===== src/rtl/pwm_servo_array_if.sv =====
// pwm_servo_array_if: control/status bundle between the tracker FSM and the servo PWM block.
// Signals: en (run enable), dir (2 bits/channel command), load_pw (target per channel),
// servo (PWM pins), pw_out (width in effect), at_limit (width at MIN/MAX), frame_start (frame pulse).
interface pwm_servo_array_if #(
  parameter int N_CH  = 2,
  parameter int CNT_W = 16
);
  logic                    en;
  logic [2*N_CH-1:0]       dir;
  logic [CNT_W*N_CH-1:0]   load_pw;
  logic [N_CH-1:0]         servo;
  logic [CNT_W*N_CH-1:0]   pw_out;
  logic [N_CH-1:0]         at_limit;
  logic                    frame_start;
  modport master (output en, dir, load_pw, input servo, pw_out, at_limit, frame_start);
  modport slave  (input en, dir, load_pw, output servo, pw_out, at_limit, frame_start);
endinterface


===== src/rtl/pwm_servo_array.sv =====
// pwm_servo_array: N_CH servo PWM generator sharing one frame timer, per-frame saturating width update.
// Ports: i_clk, i_rst (async active-high), bus (pwm_servo_array_if.slave: en, dir, load_pw in;
// servo, pw_out, at_limit, frame_start out, all registered).
// Option: define PWM_LOAD_SLEW_EN to rate-limit DIR=11 loads to STEP per frame.
module pwm_servo_array #(
  parameter int N_CH      = 2,
  parameter int CNT_W     = 16,
  parameter int PRESCALE  = 100,
  parameter int PERIOD_US = 20000,
  parameter int MIN_PW    = 500,
  parameter int MAX_PW    = 2500,
  parameter int STEP      = 10
) (
  input logic               i_clk,
  input logic               i_rst,
  pwm_servo_array_if.slave  bus
);
  localparam int PRE_W = PRESCALE > 1 ? $clog2(PRESCALE) : 1;
  localparam int W = CNT_W + 1;
  localparam logic [W-1:0] L_MIN = W'(MIN_PW);
  localparam logic [W-1:0] L_MAX = W'(MAX_PW);
  localparam logic [W-1:0] L_STEP = W'(STEP);
  logic [PRE_W-1:0]             r_pre;
  logic [CNT_W-1:0]             r_frm;
  logic                         r_run;
  logic                         r_fs;
  logic [N_CH-1:0]              r_srv;
  logic [N_CH-1:0]              r_lim;
  logic [N_CH-1:0][CNT_W-1:0]   r_pw;
  logic [N_CH-1:0][CNT_W-1:0]   w_nxt;
  logic [N_CH-1:0]              w_lim;
  logic [N_CH-1:0]              w_srv;
  logic                         w_tick;
  logic                         w_wrap;
  logic [CNT_W-1:0]             w_frm_n;
  assign w_tick  = r_pre == PRE_W'(PRESCALE - 1);
  assign w_wrap  = w_tick && r_frm == CNT_W'(PERIOD_US - 1);
  assign w_frm_n = w_tick ? r_frm + CNT_W'(1) : r_frm;
  // Next-frame width per channel; CNT_W+1 bits so neither limit can wrap.
  for (genvar g = 0; g < N_CH; g++) begin : g_ch
    logic [W-1:0] w_cur, w_tgt, w_up, w_dn, w_ld, w_sel;
    logic [1:0]   w_cmd;
    always_comb begin
      w_cur = {1'b0, r_pw[g]};
      w_cmd = bus.dir[2*g +: 2];
      w_tgt = {1'b0, bus.load_pw[CNT_W*g +: CNT_W]};
      w_tgt = w_tgt < L_MIN ? L_MIN : w_tgt > L_MAX ? L_MAX : w_tgt;
      w_up  = w_cur + L_STEP > L_MAX ? L_MAX : w_cur + L_STEP;
      w_dn  = w_cur < L_MIN + L_STEP ? L_MIN : w_cur - L_STEP;
`ifdef PWM_LOAD_SLEW_EN
      w_ld  = w_tgt > w_cur ? (w_tgt - w_cur > L_STEP ? w_cur + L_STEP : w_tgt)
                            : (w_cur - w_tgt > L_STEP ? w_cur - L_STEP : w_tgt);
`else
      w_ld  = w_tgt;
`endif
      w_sel = w_cmd == 2'b01 ? w_up : w_cmd == 2'b10 ? w_dn : w_cmd == 2'b11 ? w_ld : w_cur;
    end
    assign w_nxt[g] = w_sel[CNT_W-1:0];
    assign w_lim[g] = w_sel == L_MIN || w_sel == L_MAX;
  end
  // Output level for the cycle after the edge, so SERVO tracks the registered frame counter.
  always_comb begin
    w_srv = '0;
    for (int k = 0; k < N_CH; k++)
      w_srv[k] = !r_run ? r_pw[k] != '0 : w_wrap ? w_nxt[k] != '0 : w_frm_n < r_pw[k];
  end
  always_ff @(posedge i_clk or posedge i_rst)
    if (i_rst) begin
      r_pre <= '0;
      r_frm <= '0;
      r_run <= 1'b0;
      r_fs  <= 1'b0;
      r_srv <= '0;
      r_lim <= '1;
      r_pw  <= {N_CH{CNT_W'(MIN_PW)}};
    end else if (!bus.en) begin
      r_pre <= '0;
      r_frm <= '0;
      r_run <= 1'b0;
      r_fs  <= 1'b0;
      r_srv <= '0;
    end else if (!r_run || w_wrap) begin
      r_pre <= '0;
      r_frm <= '0;
      r_run <= 1'b1;
      r_fs  <= 1'b1;
      r_srv <= w_srv;
      if (r_run) begin
        r_pw  <= w_nxt;
        r_lim <= w_lim;
      end
    end else begin
      r_pre <= w_tick ? '0 : r_pre + PRE_W'(1);
      r_frm <= w_frm_n;
      r_fs  <= 1'b0;
      r_srv <= w_srv;
    end
  assign bus.servo       = r_srv;
  assign bus.pw_out      = r_pw;
  assign bus.at_limit    = r_lim;
  assign bus.frame_start = r_fs;
endmodule


===== src/flat_wrapper.sv =====
// flat-port wrapper written by rule: the top's interface ports become plain ports
module pwm_servo_array_flat 
#(
  parameter int N_CH      = 2,
  parameter int CNT_W     = 16,
  parameter int PRESCALE  = 100,
  parameter int PERIOD_US = 20000,
  parameter int MIN_PW    = 500,
  parameter int MAX_PW    = 2500,
  parameter int STEP      = 10
)
  (i_clk, i_rst, bus_en, bus_dir, bus_load_pw, bus_servo, bus_pw_out, bus_at_limit, bus_frame_start);
  pwm_servo_array_if #(.N_CH(N_CH), .CNT_W(CNT_W)) bus_i ();
  input logic i_clk;
  input logic i_rst;
  input wire logic [$bits(bus_i.en)-1:0] bus_en;
  input wire logic [$bits(bus_i.dir)-1:0] bus_dir;
  input wire logic [$bits(bus_i.load_pw)-1:0] bus_load_pw;
  output wire logic [$bits(bus_i.servo)-1:0] bus_servo;
  output wire logic [$bits(bus_i.pw_out)-1:0] bus_pw_out;
  output wire logic [$bits(bus_i.at_limit)-1:0] bus_at_limit;
  output wire logic [$bits(bus_i.frame_start)-1:0] bus_frame_start;
  assign bus_i.en = bus_en;
  assign bus_i.dir = bus_dir;
  assign bus_i.load_pw = bus_load_pw;
  assign bus_servo = bus_i.servo;
  assign bus_pw_out = bus_i.pw_out;
  assign bus_at_limit = bus_i.at_limit;
  assign bus_frame_start = bus_i.frame_start;
  pwm_servo_array #(.N_CH(N_CH), .CNT_W(CNT_W), .PRESCALE(PRESCALE), .PERIOD_US(PERIOD_US), .MIN_PW(MIN_PW), .MAX_PW(MAX_PW), .STEP(STEP)) u_core (.i_clk(i_clk), .i_rst(i_rst), .bus(bus_i));
endmodule

===== config.mk =====
export PLATFORM = sky130hd
export DESIGN_NAME = pwm_servo_array_flat
export DESIGN_NICKNAME = d
export VERILOG_FILES = /design/src/rtl/pwm_servo_array_if.sv /design/src/rtl/pwm_servo_array.sv /design/src/flat_wrapper.sv
export SDC_FILE = /design/constraint.sdc
export NUM_CORES = 1
export LEC_CHECK = 0
export ABC_AREA = 0
export CAP_MARGIN = 0
export CORE_ASPECT_RATIO = 0.75
export CORE_MARGIN = 4
export CORE_UTILIZATION = 48
export CTS_CLUSTER_SIZE = 28
export DETAILED_ROUTE_END_ITERATION = 12
export PLACE_DENSITY_LB_ADDON = 0.25
export SKIP_CTS_REPAIR_TIMING = 1
export SLEW_MARGIN = 30
export SYNTH_ARGS = -nofsm -noshare
export SYNTH_HDL_FRONTEND = slang
export SYNTH_SLANG_ARGS = --single-unit

===== constraint.sdc =====
create_clock -name i_clk -period 9.75 [get_ports i_clk]
set_input_delay 1.95 -clock i_clk [delete_from_list [all_inputs] [get_ports i_clk]]
set_output_delay 1.95 -clock i_clk [all_outputs]
set_load 0.02 [all_outputs]

======== After elaboration in Yosys (flattened, before gate mapping) ========
Index checks and enable logic that the tools add are counted.
storage, ports and cells
  register bits ........................... 61
  input port bits ......................... 39
  output and inout bits ................... 37
cells by class
  muxes and demuxes ....................... 29
  add/subtract/negate cells ............... 6
  reduce and logical (&&, ||, !) cells .... 10
  magnitude comparators ................... 10
  eq/ne operators ......................... 13
operators with widths
  kind                   number
  $mux 17                12
  $mux 16                5
  $lt 16x9->1 const B    4
  $reduce_bool 16->1     4
  $add 16x4->17 const B  2
  $eq 17x12->1 const B   2
  $eq 17x9->1 const B    2
  $gt 17x12->1 const B   2
  $sub 16x4->17 const B  2
  $gt 16x12->1 const B   2
  $lt 16x16->1           2
  $mux 7                 3
  $add 16x1->16 const B  1
  $eq 16x15->1 const B   1
  $eq 2x2->1 const B     4
  $mux 1                 8
  $add 7x1->7 const B    1
  $eq 7x7->1 const B     1
  $eq 2x1->1 const B     2
  $logic_or 1x1->1       3
  $reduce_and 3->1       1
  $mux 2                 1
  $ne 2x1->1 const B     1
  $logic_and 1x1->1      1
  $logic_not 1->1        1

======== Depth between registers and ports, before layout ========
Gate-level depths: netlist of the first run.
  depth in word-level cells ............... 10
  mapped depth ............................ 16

======== Worst setup path after synthesis of the first run ========
OpenSTA, ideal clock, no wires.
  kind .................................... input-to-reg
  start ................................... in bus_load_pw[15]
  end ..................................... reg u_core.r_lim[0] (netlist: u_core.bus.at_limit[0])
  arrival time ............................ 4.208 ns
  stages .................................. 8
  setup time .............................. 0.091 ns
  slack ................................... 5.452 ns
  required time ........................... 9.659 ns
  cells stage by stage .................... nor4_1 -> nand2_1 -> nor2_1 -> nor3_1 -> a211o_1 -> or3_1 -> or4_1 -> o31ai_1
between the ends
  cells in the longest elaborated chain, start to end .. 8
  elaborated cells between the ends (all ways) .. 10
  classes of those cells .................. order compare: 2; eq/ne: 2; mux: 5; reduce/logical: 1
ends and longest elaborated chain
  element                                      RTL line               source
  start, declared                              flat_wrapper.sv:18     input wire logic [$bits(bus_i.load_pw)-1:0] bus_load_pw;
  $gt 16x12->1                                 pwm_servo_array.sv:47  w_tgt = w_tgt < L_MIN ? L_MIN : w_tgt > L_MAX ? L_MAX : w_tgt;
  $mux 16                                      pwm_servo_array.sv:47
  $mux 17 *                                    pwm_servo_array.sv:47
  $mux 17 * (3 in series)                      pwm_servo_array.sv:56  w_sel = w_cmd == 2'b01 ? w_up : w_cmd == 2'b10 ? w_dn : w_cmd == 2'b11 ? w_ld : w_cur;
  $eq 17x9->1 or $eq 17x12->1 (tied branches)  pwm_servo_array.sv:59  assign w_lim[g] = w_sel == L_MIN || w_sel == L_MAX;
  $logic_or 1x1->1 *                           pwm_servo_array.sv:59
  end signal, assigned                         pwm_servo_array.sv:90  r_lim <= w_lim;
  end, declared                                pwm_servo_array.sv:28  logic [N_CH-1:0] r_lim;
Every way passes the cells marked *; elsewhere a longest branch is shown, timed or not.
A chain may end at the register's enable or synchronous reset.

======== Worst setup path in the final report of the first run ========
  start ................................... in bus_dir[3]
  end ..................................... reg u_core.r_srv[1] (netlist: u_core.bus.servo[1])
between the ends
  cells in the longest elaborated chain, start to end .. 8
  elaborated cells between the ends (all ways) .. 10
  classes of those cells .................. eq/ne: 3; mux: 6; reduce/logical: 1
ends and longest elaborated chain
  element                 RTL line               source
  start, declared         flat_wrapper.sv:17     input wire logic [$bits(bus_i.dir)-1:0] bus_dir;
  $eq 2x2->1              pwm_servo_array.sv:56
  $mux 17 (2 in series)   pwm_servo_array.sv:56
  $mux 17 *               pwm_servo_array.sv:56
  $reduce_bool 16->1 *    pwm_servo_array.sv:65  w_srv[k] = !r_run ? r_pw[k] != '0 : w_wrap ? w_nxt[k] != '0 : w_frm_n < r_pw[k];
  $mux 1 * (2 in series)  pwm_servo_array.sv:65
  $mux 2 *                pwm_servo_array.sv:76  end else if (!bus.en) begin
  end signal, assigned    pwm_servo_array.sv:87  r_srv <= w_srv;
  end signal, assigned    pwm_servo_array.sv:96  r_srv <= w_srv;
  end, declared           pwm_servo_array.sv:27  logic [N_CH-1:0] r_srv;
Marked as above.

==> results.yml, run 1 <==
status:
  status: "completed"
timing:
  relSlewSlack_pct: 37.0
  period_share_pct: 50.8
  finalCriticalPeriod_ps: 4950
  setup_viol: 0
  timing.fmax_mhz: 202
  hold_viol: 0
  tightestPinTransition_ps: 942
  fin_tns_setup_ps: 0
  finalMaxSlewViolations: 0
  rsz0062_at_grt: "no"
  finClkSkew_ps: 9.18
  timing.hold.ws_ps: 453
  timing.final.ws_setup_ps: 4800
cts:
  cts_tree: "built"
  clockBufferDepth: 2
  root_buffer: "clkbuf_16"
  cts-buffers-inserted: 9
  cts.reportedPaths.clkPinSlew_ps: 60
  clock-sinks: 61
  worstSkewPairLatency_ps: 340
  htreeDepth: 3
setup_path:
  cp-start-kind: "input port"
  critical_path_class: "input port to flop"
  cpLargestDelayFamily: "compound AO/OA/AOI/OAI gates"
  reg2regPathDepth: 14
  slowest_stage: "clkdlybuf4s50_1"
  max_stage_delay_ps: 770
  required_ps: 9940
  cp.arrival_ps: 5140
  crit_buf_inv: 1
  end_kind: "flop"
  crit_fanout: 19
  path_cells: "clkdlybuf4s50_1, nor3b_1, nand4_1, mux2i_1, o21ai_0, o21ai_1, a21boi_0, nor3_1, a41oi_1"
  crit_cells: 9
die:
  core_area_um2: 12500
  die_area_um2: 14900
  die_h_um: 107
  ios: 76
  die_x_um: 139
  start_util_pct: 49.8
  fp-row-count: 35
power_and_ir_drop:
  p_seq_share_pct: 40.1
  switchingPower_mw: 0.181
  p_int_mw: 0.458
  power_density_nw_per_um2: 87.3
  max-vdd-ir-drop_uv: 86.2
  clkPwrFrac_pct: 48.5
  leakagePower_nw: 2.94
  sw_frac_of_total_pct: 28.3
  comb_power_share_pct: 11.5
  p_total_mw: 0.638
place:
  routabilityCongestion: 1.01
  placed_cell_area_um2: 7030
  dp_slack_ps: 4590
  port_buffers: 75
  post-dp-hpwl_mm: 18.8
  place_inst: 1009
global_route:
  grt_util_all_layers_pct: 32.9
  antenna_found_initial: 0
  grt_overflow: 0
  grt_max_degree: 56
  grt_pass1_wl_mm: 38.4
  grt_pass1_vias: 6820
logic_synthesis:
  ys.warnings.count: 0
  synth.top_cell.area_share_pct: 18.9
  ys_ff_latch: 61
  ys.flop_type: "dfrtp_1"
  synth-edff-count: 0
  ys_seq_area_share_pct: 24.8
  synth.most_common_cell: "o21ai_0"
  netlist_instances: 811
  syn_area_um2: 6220
  syn_nets: 887
  synthTopCellsByCount: "o21ai_0 (67), nand2_1 (62), nor2_1 (60)"
  synthArstFlopShare_pct: 100
  avgSynthCellArea_um2: 7.67
  synth_top_cell_by_area: "dfrtp_1"
  ys_types: 77
  synth.top_cells.by_area: "dfrtp_1 (19%), ha_1 (7.4%), dfstp_2 (5.9%), o21ai_0 (5.4%), xnor2_1 (3.9%)"
detailed_routing:
  antenna_left: 0
  drtIter0Drc: 896
  drcViolationCount: 0
  wl_mm: 24.9
  routed_via_density: 6.92
  vias: 7103
  route.detailed.wl_per_inst_um: 24.2
  firstDrtPassIters: 5
finish:
  fin_cells: 1026
  finalInstanceArea_um2: 7310
  post-route-util_pct: 58.6
  nNetsFinal: 930
  drive_above_1_share_pct: 6.87
  areaGrowthSynthToFinish_pct: 17.6
flow_run:
  max_cap_viol_count: 0
hold_path:
  hold_path_class: "flop to flop"
  hold_depth: 1
kinds of logic after synthesis:
group,after synthesis,share of synthesized area [%]
compound gates,240,26.7
xor+xnor,35,4.93
fa+ha+maj,37,7.45
buf+inv,99,6.14
flops,61,24.8
mux,9,1.55
simple gates,330,28.4
final cells by class:
cell class / count / area (um2)
Antenna cell: 1 / 2.50
Clock buffer: 9 / 225
Clock inverter: 7 / 50.0
Fill cell: 1151 / 5170
Inverter: 50 / 188
Multi-Input combinational cell: 651 / 4300
Sequential cell: 61 / 1540
Tap cell: 166 / 208
Timing Repair Buffer: 81 / 796
flip-flops by register name (all words and copies together), names as in the netlist:
signal,flops
u_core.r_run,1
u_core.bus.frame_start,1
u_core.bus.pw_out,32
u_core.bus.at_limit,2
u_core.r_frm,16
u_core.r_pre,7
u_core.bus.servo,2
layer usage:
| layer | vias up | GRT usage, % | part of all wire, % |
|---|---|---|---|
| met5 | - | 3.51 | 0.27 |
| met4 | 2 | 6.98 | 1.8 |
| met3 | 50 | 13.3 | 14 |
| met2 | 506 | 43.9 | 39 |
| met1 | 3397 | 48.7 | 45 |
| li1 | 3148 | - | - |
layout by cell type, fill, tap and decap left out, types with 8 or more instances in the layout:
cell	count
nand4_1	26
ha_1	37
nand2b_1	8
nor2_1	60
a21o_1	21
o21ai_0	66
and2_1	10
nor4b_1	8
a31oi_1	12
nand2_1	62
a211oi_1	8
o211ai_1	8
o31ai_1	9
and3_1	21
inv_1	48
xnor2_1	28
clkdlybuf4s50_1	75
nor2b_1	14
nor4_1	15
a21oi_1	28
clkbuf_16	9
dfrtp_1	47
nand3_1	32
nor3_1	34
or3_1	8
dfstp_2	14
power groups by stage:
stage	clock network [mW]	logic, mW	registers, mW
after global routing	0.322	0.0793	0.256
after CTS	0.309	0.0712	0.256
final	0.310	0.0731	0.256
after global placement	0	0.0696	0.260
after detailed placement	0	0.0708	0.260
after floorplan	0	0.0358	0.261
final timing paths:
| path | end | slack [ps] | from |
|---|---|---|---|
| worst max register to register | u_core.bus.servo[0] | 5370 | u_core.r_pre[3] |
| min in group asynchronous | u_core.bus.pw_out[13] | 1820 | i_rst |
| worst min-delay path | u_core.r_pre[0] | 450 | u_core.r_pre[0] |
| worst min register to register | u_core.r_pre[0] | 450 | u_core.r_pre[0] |
| worst max-delay path | u_core.bus.servo[1] | 4800 | bus_dir[3] |
| max in group asynchronous | u_core.bus.servo[0] | 6940 | i_rst |
worst register-to-register path, cell delays in order (launching register included):
cell and delay [ps]:
dfrtp_1 420, nor4b_1 620, and2_1 310, nand4_1 250
nor2_1 210, nand4_1 190, nor2_1 180, xor2_1 370
ha_1 230, nand4_1 100, or4_1 510, a21oi_1 130
a2111oi_0 80, o31ai_1 510, a41oi_1 110
No activity file was read; power rests on OpenSTA's default activity.
==> inputs of run 2 (changes only) <==
==> constraint.sdc (replaced) <==
create_clock -name i_clk -period 4.3 [get_ports i_clk]
set_input_delay 0.86 -clock i_clk [delete_from_list [all_inputs] [get_ports i_clk]]
set_output_delay 0.86 -clock i_clk [all_outputs]
set_load 0.02 [all_outputs]
==> run 2 against run 1 <==
Compared with the run above:
- die area is the same
- wire length is 1.5% lower
- count of clock-buffer cells in the layout is 1 higher
- critical path depth grew 7
- total power is 130% higher
- combinational power increased by 140%
==> results.yml, run 2 (synthesis gave the netlist of run 1 again) <==
timing:
  finClkSkew_ps: 14.6
  relSlewSlack_pct: 41.1
  fin_tns_setup_ps: 0
  finalCriticalPeriod_ps: 3900
  setup_viol: 0
  hold_viol: 0
  tightestPinTransition_ps: 878
  period_share_pct: 90.8
  rsz0062_at_grt: "no"
  finalMaxSlewViolations: 0
  timing.fmax_mhz: 256
  timing.final.ws_setup_ps: 395
  timing.hold.ws_ps: 459
setup_path:
  path_cells: "nor4b_1, buf_4, and2_1, nand4_1, nor2_1, nand2_1, xnor2_1, ha_1, a21o_1, a21o_1, a21o_1, a21o_1, a21o_1, a2111oi_0, o31ai_1, a41oi_1"
  crit_fanout: 5
  required_ps: 4560
  end_kind: "flop"
  slowest_stage: "dfrtp_1"
  cp.arrival_ps: 4160
  crit_top_cell: "a21o_1"
  cp-start-kind: "flop"
  critical_path_class: "flop to flop"
  max_stage_delay_ps: 430
die:
  fp-row-count: 35
  die_h_um: 107
  die_area_um2: 14900
  ios: 76
  start_util_pct: 49.8
  core_area_um2: 12500
  die_x_um: 139
finish:
  layout_commonest_cell: "clkdlybuf4s50_1"
  largest_reg_flops: 32
  final_cell_mix: "clkdlybuf4s50_1 (75), o21ai_0 (67), nand2_1 (62)"
  drive_above_1_share_pct: 8.77
  nNetsFinal: 949
  fin_cells: 1044
  nFillCells: 1126
  diodes: 0
  areaGrowthSynthToFinish_pct: 19.9
cts:
  cts.reportedPaths.clkPinSlew_ps: 70
  cts-buffers-inserted: 9
  worstSkewPairLatency_ps: 350
  root_buffer: "clkbuf_16"
  cts_tree: "built"
  htreeDepth: 3
  clock-sinks: 61
  clockBufferDepth: 2
place:
  routabilityCongestion: 1.00
  port_buffers: 75
  post-dp-hpwl_mm: 18.7
  dp_slack_ps: 452
  place_inst: 1028
global_route:
  grt_util_all_layers_pct: 32.7
  grt_overflow: 0
  grt_pass1_vias: 6850
  grt_pass1_wl_mm: 38.6
  grt_max_degree: 47
  antenna_found_initial: 0
detailed_routing:
  route.detailed.wl_per_inst_um: 23.5
  vias: 7114
  drcViolationCount: 0
  antenna_left: 0
  drtIter0Drc: 945
  firstDrtPassIters: 6
  routed_via_density: 6.81
  wl_mm: 24.5
status:
  status: "completed"
flow_run:
  max_cap_viol_count: 0
power_and_ir_drop:
  max-vdd-ir-drop_uv: 202
  p_total_mw: 1.48
  power_density_nw_per_um2: 198
  leakagePower_nw: 3.04
hold_path:
  hold_path_class: "flop to flop"
-- run 2: worst paths after layout --
check / slack (ps) / end / start / cells past startpoint
min reg2reg: 460 / u_core.r_pre[0] / u_core.r_pre[0] / 1
min: 460 / u_core.r_pre[0] / u_core.r_pre[0] / 1
max in group asynchronous: 2600 / u_core.bus.pw_out[21] / i_rst / 3
max: 400 / u_core.bus.servo[0] / u_core.r_pre[3] / 16
max reg2reg: 400 / u_core.bus.servo[0] / u_core.r_pre[3] / 16
min in group asynchronous: 970 / u_core.bus.pw_out[15] / i_rst / 2
-- run 2: per-layer routing --
layer	vias up	track usage (%)	share of wire, %
li1	3201	-	-
met1	3330	50.0	45
met2	519	42.8	38
met3	64	11.9	15
met4	0	7.96	2.2
met5	-	0	0
-- run 2: where the power goes --
group / leakage, nW / switching (mW) / total, mW / internal, mW
registers: 0.750 / 0.00274 / 0.580 / 0.578
clock network: 0.143 / 0.313 / 0.723 / 0.410
logic: 2.14 / 0.100 / 0.173 / 0.0723
-- run 2: cell type report --
type	count	area, um2	area share (%)
Sequential cell	61	1540	20.7
Multi-Input combinational cell	651	4290	57.6
Tap cell	166	208	2.79
Timing Repair Buffer	100	938	12.6
Clock inverter	6	45.0	0.604
Clock buffer	10	239	3.21
Inverter	50	190	2.55
-- run 2: critical path, delay by kind of cell, from the launching register on --
family | cells | cell delay [ps]
and+or+nand+nor | 5 | 1010
xor gates and xnor gates | 1 | 270
DFF | 1 | 430
adders and majority gates | 1 | 320
buffers and inverters | 1 | 180
AOI/OAI and AO/OA | 8 | 1620
-- run 2: metrics by stage --
stage	instance area, um2	util, %
after detailed placement	7170	57.5
after floorplan	6220	-
after CTS	7460	59.7
after global routing	7460	59.7
final	7460	59.7
after global placement	7170	57.4
==> inputs of run 3 (changes only) <==
--- a/config.mk
+++ b/config.mk
@@ -9,10 +9,11 @@
 export CAP_MARGIN = 0
 export CORE_ASPECT_RATIO = 0.75
 export CORE_MARGIN = 4
-export CORE_UTILIZATION = 48
+export CORE_UTILIZATION = 52
 export CTS_CLUSTER_SIZE = 28
 export DETAILED_ROUTE_END_ITERATION = 12
-export PLACE_DENSITY_LB_ADDON = 0.25
+export MAX_ROUTING_LAYER = met4
+export PLACE_DENSITY = 0.78
 export SKIP_CTS_REPAIR_TIMING = 1
 export SLEW_MARGIN = 30
 export SYNTH_ARGS = -nofsm -noshare
==> run 3 against run 2 <==
Compared with the run above:
- maximum frequency down 0.27%
- count of clock-buffer cells in the layout down 1
- via count up 1.6%
- highest routed layer unchanged
- final cell count up 0.19%
- non-clock buffer count up 6
- sequential share of layout area down 0.23 points
- register-to-register slack about the same
- worst hold slack better by 2.8 ps
- critical path depth down 1
- critical path type unchanged
- global-route usage up 2.5 points
- clock power up 12%
- critical endpoint unchanged
==> results.yml, run 3 (synthesis gave the netlist of run 1 again) <==
timing:
  tightestPinTransition_ps: 896
  rsz0062_at_grt: "no"
  fin_tns_setup_ps: 0
  relSlewSlack_pct: 39.7
  finalMaxSlewViolations: 0
  finalCriticalPeriod_ps: 3920
  finClkSkew_ps: 7.12
  hold_viol: 0
  timing.fmax_mhz: 255
  period_share_pct: 91.1
  setup_viol: 0
power_and_ir_drop:
  leakagePower_nw: 3.09
  max-vdd-ir-drop_uv: 294
  p_total_mw: 1.57
  power_density_nw_per_um2: 208
cts:
  htreeDepth: 3
  cts.reportedPaths.clkPinSlew_ps: 60
  clockBufferDepth: 2
  cts_tree: "built"
  clock-sinks: 61
  cts-buffers-inserted: 9
  worstSkewPairLatency_ps: 330
  root_buffer: "clkbuf_16"
place:
  routabilityCongestion: 1.06
  port_buffers: 75
  post-dp-hpwl_mm: 18.3
  place_inst: 1030
setup_path:
  crit_fanout: 5
  cp.arrival_ps: 4100
  required_ps: 4480
  cp-start-kind: "flop"
  critical_path_class: "flop to flop"
  end_kind: "flop"
finish:
  multiInputGateArea_um2: 4290
  drive_above_1_share_pct: 9.39
  largest_reg_flops: 32
  fin_cells: 1046
  final_cell_mix: "clkdlybuf4s50_1 (75), o21ai_0 (67), nand2_1 (62)"
  diodes: 0
  nNetsFinal: 955
  areaGrowthSynthToFinish_pct: 21.3
  seqCellArea_um2: 1540
  nFillCells: 1033
  layout_commonest_cell: "clkdlybuf4s50_1"
global_route:
  grt_pass1_vias: 6645
  grt_max_degree: 49
  antenna_found_initial: 0
  grt_util_all_layers_pct: 35.2
  grt_pass1_wl_mm: 36.8
  grt_overflow: 0
detailed_routing:
  route.detailed.wl_per_inst_um: 22.7
  vias: 7226
  firstDrtPassIters: 7
  antenna_left: 0
  drcViolationCount: 0
  drtIter0Drc: 1182
  wl_mm: 23.8
  routed_via_density: 6.91
die:
  start_util_pct: 53.3
  fp-row-count: 34
  ios: 76
  die_area_um2: 13800
  die_x_um: 134
  core_area_um2: 11700
  die_h_um: 103
hold_path:
  hold_path_class: "flop to flop"
status:
  status: "completed"
flow_run:
  max_cap_viol_count: 0
run 3: area by class of cell:
class / count / area share (%)
inverter: 50 / 2.49
timing repair buffer: 106 / 13.0
clock inverter: 7 / 1.38
tap: 162 / 2.69
clock buffer: 9 / 2.99
sequential: 61 / 20.5
multi-input combinational: 651 / 56.9
run 3: stage by stage:
stage	cell area, um2	util [%]	worst slack [ps]	hold slack (ps)
after floorplan	6220	-	752	425
after global placement	7210	61.9	544	440
after detailed placement	7210	61.9	471	457
after CTS	7540	64.7	459	465
after global routing	7540	64.7	180	512
final	7540	64.7	384	462
run 3: metal layers:
metal	track usage [%]	wire length (um)
met1	50.8	10300
met2	44.4	9130
met3	14.5	3760
met4	9.94	607
met5	-	0
run 3: critical path, cell delays in order (launching register included):
cell and delay, ps:
dfrtp_1 420, nor4b_1 320, buf_4 180, and2_1 200, nand4_1 210, nor2_1 210, nand4_1 200, nor2_1 170
xor2_1 320, ha_1 210, nand4_1 100, or4_1 520, a21oi_1 160, a2111oi_0 80, o31ai_1 360, a41oi_1 90
run 3: worst paths after layout:
check                                             end  depth (start not counted)  slack, ps            start
worst min register to register        u_core.r_pre[0]                          1        460  u_core.r_pre[0]
worst max-delay path              u_core.bus.servo[0]                         15        380  u_core.r_pre[3]
worst max register to register    u_core.bus.servo[0]                         15        380  u_core.r_pre[3]
max in group asynchronous       u_core.bus.pw_out[15]                          3       2590            i_rst
worst min-delay path                  u_core.r_pre[0]                          1        460  u_core.r_pre[0]
min in group asynchronous       u_core.bus.pw_out[27]                          2        790            i_rst
run 3: report_power, final:
part           total [mW]  internal, mW  switching [mW]
clock network       0.809         0.517           0.293
registers           0.580         0.578         0.00243
logic               0.176        0.0747           0.101
total                1.57          1.17           0.396
